$ cat config.mk
export PLATFORM = sky130hd
export DESIGN_NAME = rename_commit_queue_flat
export DESIGN_NICKNAME = d
export VERILOG_FILES = /design/src/rtl/rename_commit_queue_if.sv /design/src/rtl/rename_commit_queue.sv /design/src/flat_wrapper.sv
export SDC_FILE = /design/constraint.sdc
export NUM_CORES = 1
export LEC_CHECK = 0
export CORE_UTILIZATION = 42
export CTS_BUF_LIST = sky130_fd_sc_hd__clkbuf_4
export CTS_CLUSTER_SIZE = 40
export DETAILED_ROUTE_END_ITERATION = 16
export HOLD_SLACK_MARGIN = 0.08
export MAX_ROUTING_LAYER = met4
export SLEW_MARGIN = 20
export SYNTH_ARGS = -nofsm -noshare
export SYNTH_HDL_FRONTEND = slang
export SYNTH_SLANG_ARGS = --single-unit
$ cat constraint.sdc
create_clock -name CLK -period 4.5 [get_ports CLK]
set_input_delay 0.9 -clock CLK [delete_from_list [all_inputs] [get_ports CLK]]
set_output_delay 0.9 -clock CLK [all_outputs]
set_load 0.03 [all_outputs]
$ cat src/rtl/rename_commit_queue_if.sv
// Handshake bundle between the rename stage and the in-order commit queue.
//   enq_e/enq_name/enq_ready/enq_tag : allocate a new entry at the tail
//   done_e/done_tag                  : writeback completion for one entry
//   squash_e/squash_tag              : drop every entry younger than squash_tag
//   flush_e                          : drop every uncommitted entry
//   fe/name_f                        : registered free pulse back to the rename file
//   count                            : occupied entries
interface rename_commit_queue_if #(
  parameter int unsigned NameWidth = 5,
  parameter int unsigned PtrWidth  = 4
);
  logic                 enq_e;
  logic [NameWidth-1:0] enq_name;
  logic                 enq_ready;
  logic [PtrWidth-1:0]  enq_tag;
  logic                 done_e;
  logic [PtrWidth-1:0]  done_tag;
  logic                 squash_e;
  logic [PtrWidth-1:0]  squash_tag;
  logic                 flush_e;
  logic                 fe;
  logic [NameWidth-1:0] name_f;
  logic [PtrWidth:0]    count;

  modport master (
    output enq_e, enq_name, done_e, done_tag, squash_e, squash_tag, flush_e,
    input  enq_ready, enq_tag, fe, name_f, count
  );

  modport slave (
    input  enq_e, enq_name, done_e, done_tag, squash_e, squash_tag, flush_e,
    output enq_ready, enq_tag, fe, name_f, count
  );
endinterface

$ cat src/rtl/rename_commit_queue.sv
// In-order commit queue behind the checkpointing rename register file. Records each newly
// allocated physical name in program order, marks entries done on writeback and retires the
// oldest done entry by pulsing fe/name_f so the rename file frees the superseded mapping.
// Supports squash-to-tag and full flush on misspeculation.
// Ports:
//   CLK    : clock, all state updates on posedge
//   RST    : synchronous reset, active-high
//   bus_io : rename_commit_queue_if.slave (enqueue, done, squash, flush, free pulse, count)
module rename_commit_queue #(
  parameter int unsigned NameWidth = 5,
  parameter int unsigned Depth     = 16,
  parameter int unsigned PtrWidth  = 4
) (
  input  logic                   CLK,
  input  logic                   RST,
  rename_commit_queue_if.slave   bus_io
);

  localparam logic [PtrWidth:0]   DepthCnt = (PtrWidth + 1)'(Depth);
  localparam logic [PtrWidth:0]   CntOne   = 1;
  localparam logic [PtrWidth-1:0] PtrOne   = 1;

  logic [Depth-1:0]     valid_q, valid_d;
  logic [Depth-1:0]     done_q, done_d;
  logic [NameWidth-1:0] name_q [Depth];
  logic [NameWidth-1:0] name_d [Depth];
  logic [PtrWidth-1:0]  head_q, head_d;
  logic [PtrWidth-1:0]  tail_q, tail_d;
  logic [PtrWidth:0]    count_q, count_d;
  logic                 fe_q, fe_d;
  logic [NameWidth-1:0] name_f_q, name_f_d;

  logic                 commit;
  logic                 enq_fire;
  logic [PtrWidth:0]    commit_cnt;
  logic [PtrWidth-1:0]  sq_age;
  logic [PtrWidth-1:0]  age;

  // No bypass: a full queue stays not-ready even while its head is retiring.
  assign bus_io.enq_ready = (count_q != DepthCnt) && !bus_io.squash_e && !bus_io.flush_e;
  assign bus_io.enq_tag   = tail_q;
  assign bus_io.fe        = fe_q;
  assign bus_io.name_f    = name_f_q;
  assign bus_io.count     = count_q;

  assign enq_fire   = bus_io.enq_e && bus_io.enq_ready;
  assign commit     = valid_q[head_q] && done_q[head_q];
  assign commit_cnt = {{PtrWidth{1'b0}}, commit};

  always_comb begin
    valid_d  = valid_q;
    done_d   = done_q;
    name_d   = name_q;
    head_d   = head_q;
    tail_d   = tail_q;
    count_d  = count_q - commit_cnt;
    fe_d     = 1'b0;
    name_f_d = name_f_q;
    sq_age   = bus_io.squash_tag - head_q;
    age      = '0;

    // Head retirement proceeds regardless of squash/flush: the head is the oldest entry.
    if (commit) begin
      fe_d            = 1'b1;
      name_f_d        = name_q[head_q];
      valid_d[head_q] = 1'b0;
      head_d          = head_q + PtrOne;
    end

    if (bus_io.done_e && valid_q[bus_io.done_tag]) begin
      done_d[bus_io.done_tag] = 1'b1;
    end

    if (bus_io.flush_e) begin
      valid_d = '0;
      done_d  = '0;
      tail_d  = head_d;
      count_d = '0;
    end else if (bus_io.squash_e) begin
      if (valid_q[bus_io.squash_tag]) begin
        // Age relative to head orders entries across the wrap; older-or-equal survive.
        for (int unsigned i = 0; i < Depth; i++) begin
          age = PtrWidth'(i) - head_q;
          if (age > sq_age) begin
            valid_d[i] = 1'b0;
            done_d[i]  = 1'b0;
          end
        end
        tail_d  = bus_io.squash_tag + PtrOne;
        count_d = {1'b0, sq_age} + CntOne - commit_cnt;
      end
    end else if (enq_fire) begin
      valid_d[tail_q] = 1'b1;
      done_d[tail_q]  = 1'b0;
      name_d[tail_q]  = bus_io.enq_name;
      tail_d          = tail_q + PtrOne;
      count_d         = count_q + CntOne - commit_cnt;
    end
  end

  always_ff @(posedge CLK) begin
    if (RST) begin
      valid_q  <= '0;
      done_q   <= '0;
      head_q   <= '0;
      tail_q   <= '0;
      count_q  <= '0;
      fe_q     <= 1'b0;
      name_f_q <= '0;
    end else begin
      valid_q  <= valid_d;
      done_q   <= done_d;
      head_q   <= head_d;
      tail_q   <= tail_d;
      count_q  <= count_d;
      fe_q     <= fe_d;
      name_f_q <= name_f_d;
    end
  end

  // Name storage needs no reset; valid bits gate every use.
  always_ff @(posedge CLK) begin
    name_q <= name_d;
  end

endmodule

$ cat src/flat_wrapper.sv
// flat-port wrapper written by rule: the top's interface ports become plain ports
module rename_commit_queue_flat 
#(
  parameter int unsigned NameWidth = 5,
  parameter int unsigned Depth     = 16,
  parameter int unsigned PtrWidth  = 4
)
  (CLK, RST, bus_io_enq_e, bus_io_enq_name, bus_io_done_e, bus_io_done_tag, bus_io_squash_e, bus_io_squash_tag, bus_io_flush_e, bus_io_enq_ready, bus_io_enq_tag, bus_io_fe, bus_io_name_f, bus_io_count);
  rename_commit_queue_if #(.NameWidth(NameWidth), .PtrWidth(PtrWidth)) bus_io_i ();
  input  logic CLK;
  input  logic RST;
  input wire logic [$bits(bus_io_i.enq_e)-1:0] bus_io_enq_e;
  input wire logic [$bits(bus_io_i.enq_name)-1:0] bus_io_enq_name;
  input wire logic [$bits(bus_io_i.done_e)-1:0] bus_io_done_e;
  input wire logic [$bits(bus_io_i.done_tag)-1:0] bus_io_done_tag;
  input wire logic [$bits(bus_io_i.squash_e)-1:0] bus_io_squash_e;
  input wire logic [$bits(bus_io_i.squash_tag)-1:0] bus_io_squash_tag;
  input wire logic [$bits(bus_io_i.flush_e)-1:0] bus_io_flush_e;
  output wire logic [$bits(bus_io_i.enq_ready)-1:0] bus_io_enq_ready;
  output wire logic [$bits(bus_io_i.enq_tag)-1:0] bus_io_enq_tag;
  output wire logic [$bits(bus_io_i.fe)-1:0] bus_io_fe;
  output wire logic [$bits(bus_io_i.name_f)-1:0] bus_io_name_f;
  output wire logic [$bits(bus_io_i.count)-1:0] bus_io_count;
  assign bus_io_i.enq_e = bus_io_enq_e;
  assign bus_io_i.enq_name = bus_io_enq_name;
  assign bus_io_i.done_e = bus_io_done_e;
  assign bus_io_i.done_tag = bus_io_done_tag;
  assign bus_io_i.squash_e = bus_io_squash_e;
  assign bus_io_i.squash_tag = bus_io_squash_tag;
  assign bus_io_i.flush_e = bus_io_flush_e;
  assign bus_io_enq_ready = bus_io_i.enq_ready;
  assign bus_io_enq_tag = bus_io_i.enq_tag;
  assign bus_io_fe = bus_io_i.fe;
  assign bus_io_name_f = bus_io_i.name_f;
  assign bus_io_count = bus_io_i.count;
  rename_commit_queue #(.NameWidth(NameWidth), .Depth(Depth), .PtrWidth(PtrWidth)) u_core (.CLK(CLK), .RST(RST), .bus_io(bus_io_i));
endmodule
==> impl_results.md <==
- Nets@finish: between 700 and 800
- Antenna viol nets, final: 0
- Worst-path maximum fanout: 10
- Vias/cell: 5.84
- DRC viols: 0
- Initial antenna violation count: 0
- Least-Margin Pin Slew: 0.931 ns
- Routed via count: ~5.3k
- Cell family with most CP delay: buffers and inverters
- Worst-case clock buffer depth: 2
- Vias in the first global route: between 5k and 6k
- Initial Util: 0.431
- Die Height: ~130 um
- Total track usage: 0.235
- Slew Limit Fails: 0
- Status: complete, no violations
- Post-CTS setup buffers: 0
- Worst Hold Class: reg -> reg
- CTS tree: done
- Clk_lat worst skew: 0.55 ns
- Global-route wire length before repair: roughly 30,000 um
- Most common cell after layout, fill and taps aside: edfxtp_1
- Post-synthesis mux area share: 0.125
- Die area: 0.0176 mm2
- Ys Warns: 0
- Setup-failing EPs final: 0
- Clock Skew: 0.0204 ns
- Crit-path cells: clkdlybuf4s50_1 -> ha_1 -> a21o_1 -> a31oi_1 -> xnor3_1 -> inv_1 -> ha_1 -> and4_1 -> o31ai_1 -> nor3_1
- Worst path slowest cell: clkdlybuf4s50_1
- GRT Residual Overflow: 0
- Clock Sinks: 131
- Max Freq: about 280 MHz
- # rows: 47
- RSZ-0062 raised after global routing: false
- Number of distinct library cells after synthesis: 60
- Yosys reg bits: 131
- PD cells: 414 mW/mm2
- Slew HR: 0.377
- Post-DP HPWL: 14,000 um
- Multi-input gate area: 0.00348 mm2
- H-tree levels: 4
- CP peak stage delay: 0.60 ns
- Layout Utilization: 0.483
- Io pins: 35
- Root buffer cell: clkbuf_4
- GPL Wtd Cong: 0.933
- XOR/XNOR share of the synthesized area: 0.0337
- Largest family of logic cells by synthesized area: multiplexers
- Tot Pwr: approximately 3.3 mW
- Filler cell count in the final layout: 1,504
- First-pass DRT Iterations: 5
- Setup TNS: 0 ns
- Layout Cells excl Fill: ~900
- Post-synthesis compound-gate area fraction: 0.104
- Fin area: about 0.0080 mm2
- Post-synth EDFFs: 80
- Core area: ~0.017 mm2
- FFs w/ async S/R, synth: 0
- Avg WL per Cell: 21.4 um
- DRT iter0 DRCs: ~380
- LEAKAGE: around 2.8 nW
- Crit Path Category: in -> reg
- Crit. End Element: register
- Part of the cycle the worst path needs: 0.795
- Post-cts sizing count: 0
- Most used cell along the critical path: ha_1
- Crit path DAT: 4.00 ns
- Cell count after synthesis: 623
- Hold_buf cts: 0
- Synth Area per Inst: 11.5 um2
- Sequential fraction of the synthesis area: 0.477
- Mapped cell area: slightly above 0.007 mm2
- Area delta synth->final: 12.0%
- Tmin final: 3.58 ns
- Mapped Nets: about 700
- Max_cap viols: 0
- Largest net degree at the start of global routing: 35
- Routed WL: 19,400 um
- Die width: 133 um
- CP bufs+invs: 2
- Critical Path RT: 4.92 ns
- VDD IR max: 206 uV
- Port Buffers: 34
- Sequential cell area: 0.00342 mm2
- Placed cells: 870
- Most frequent cells in the layout: edfxtp_1, ha_1, nand2_1, dfxtp_1, inv_1
- Hold Fails Final Rpt: 0
- CTS clk-pin slew, worst paths: 0.11 ns
- Layout cells sized above 1: 0.133
- Dpl cell area: approximately 0.0078 mm2
- CP Launch Type: input port
- Num CTS Buffers: 17
- Adder-Cell Fraction of Synth Area: 0.100
- Synth Area in Simple Gates: 0.122
- Predominant post-synthesis flop cell: edfxtp_1
final timing paths:
| path | start | to | slack [ns] | depth (start not counted) |
|---|---|---|---|---|
| worst min register to register | u_core.bus_io.name_f[3] | u_core.bus_io.name_f[3] | 0.46 | 2 |
| worst max-delay path | bus_io_squash_tag[1] | u_core.done_q[8] | 0.92 | 10 |
| worst max register to register | u_core.head_q[2] | u_core.done_q[8] | 1.22 | 11 |
| worst min-delay path | u_core.bus_io.name_f[3] | u_core.bus_io.name_f[3] | 0.46 | 2 |
logic make-up (layout without fill, tap and decap cells):
family          count (synthesis)  after routing
xor+xnor                       26             26
buf+inv                        65            124
mux                            49             49
flops                         131            131
fa+ha+maj                      58             58
compound gates                119            119
other cells                     0              1
simple gates                  175            175
layer usage:
metal / GRT usage / vias up / part of all wire
met1: 0.291 / 2631 / 0.43
met2: 0.387 / 183 / 0.50
met5: - / - / 0
met3: 0.0314 / 41 / 0.040
met4: 0.100 / 0 / 0.032
li1: - / 2423 / -
final cells by class:
class                           count  share of cell area
Multi-Input combinational cell    427               0.433
Sequential cell                   131               0.426
Timing Repair Buffer               52              0.0592
Tap cell                          220              0.0343
Inverter                           40              0.0193
Clock buffer                       20              0.0187
Clock inverter                     12             0.00887
Antenna cell                        1            0.000311
metrics by stage:
step | setup slack [ns] | hold slack [ns]
after floorplan | 0.972 | 0.475
after global placement | 0.445 | 0.443
after detailed placement | 0.367 | 0.449
after CTS | 0.980 | 0.464
after global routing | 0.770 | 0.486
final | 0.924 | 0.463
report_power, final:
part,internal [mW],switching [mW]
combinational,0.575,0.729
sequential,1.31,0.0541
clock,0.227,0.435
total,2.11,1.22
cells in the mapped netlist (7+ instances only):
master     n  area, um2
edfxtp_1  80       2400
dfxtp_1   51       1020
ha_1      51        638
nand2_1   50        188
inv_1     38        143
a21oi_1   37        185
nor2_1    35        131
mux4_2    32        721
nor3_1    30        150
o21ai_0   28        140
xnor2_1   17        149
mux2i_1   13        130
nand3_1   13       65.1
clkbuf_1  11       41.3
nand2b_1  11       68.8
buf_2     10       50.1
xor2_1     8       70.1
a31oi_1    7       43.8
nor2b_1    7       43.8
registers in the layout, summed over array words and instances, names as in the netlist:
signal,count
u_core.done_q,16
u_core.bus_io.enq_tag,4
u_core.name_q,80
u_core.valid_q,16
u_core.head_q,4
u_core.bus_io.count,5
u_core.bus_io.fe,1
u_core.bus_io.name_f,5
worst min-delay path, cell delays in order (launching register included):
cell	delay, ns
dfxtp_1	0.33
nand2_1	0.05
a21oi_1	0.05
Power figures use the tool's default switching activity.
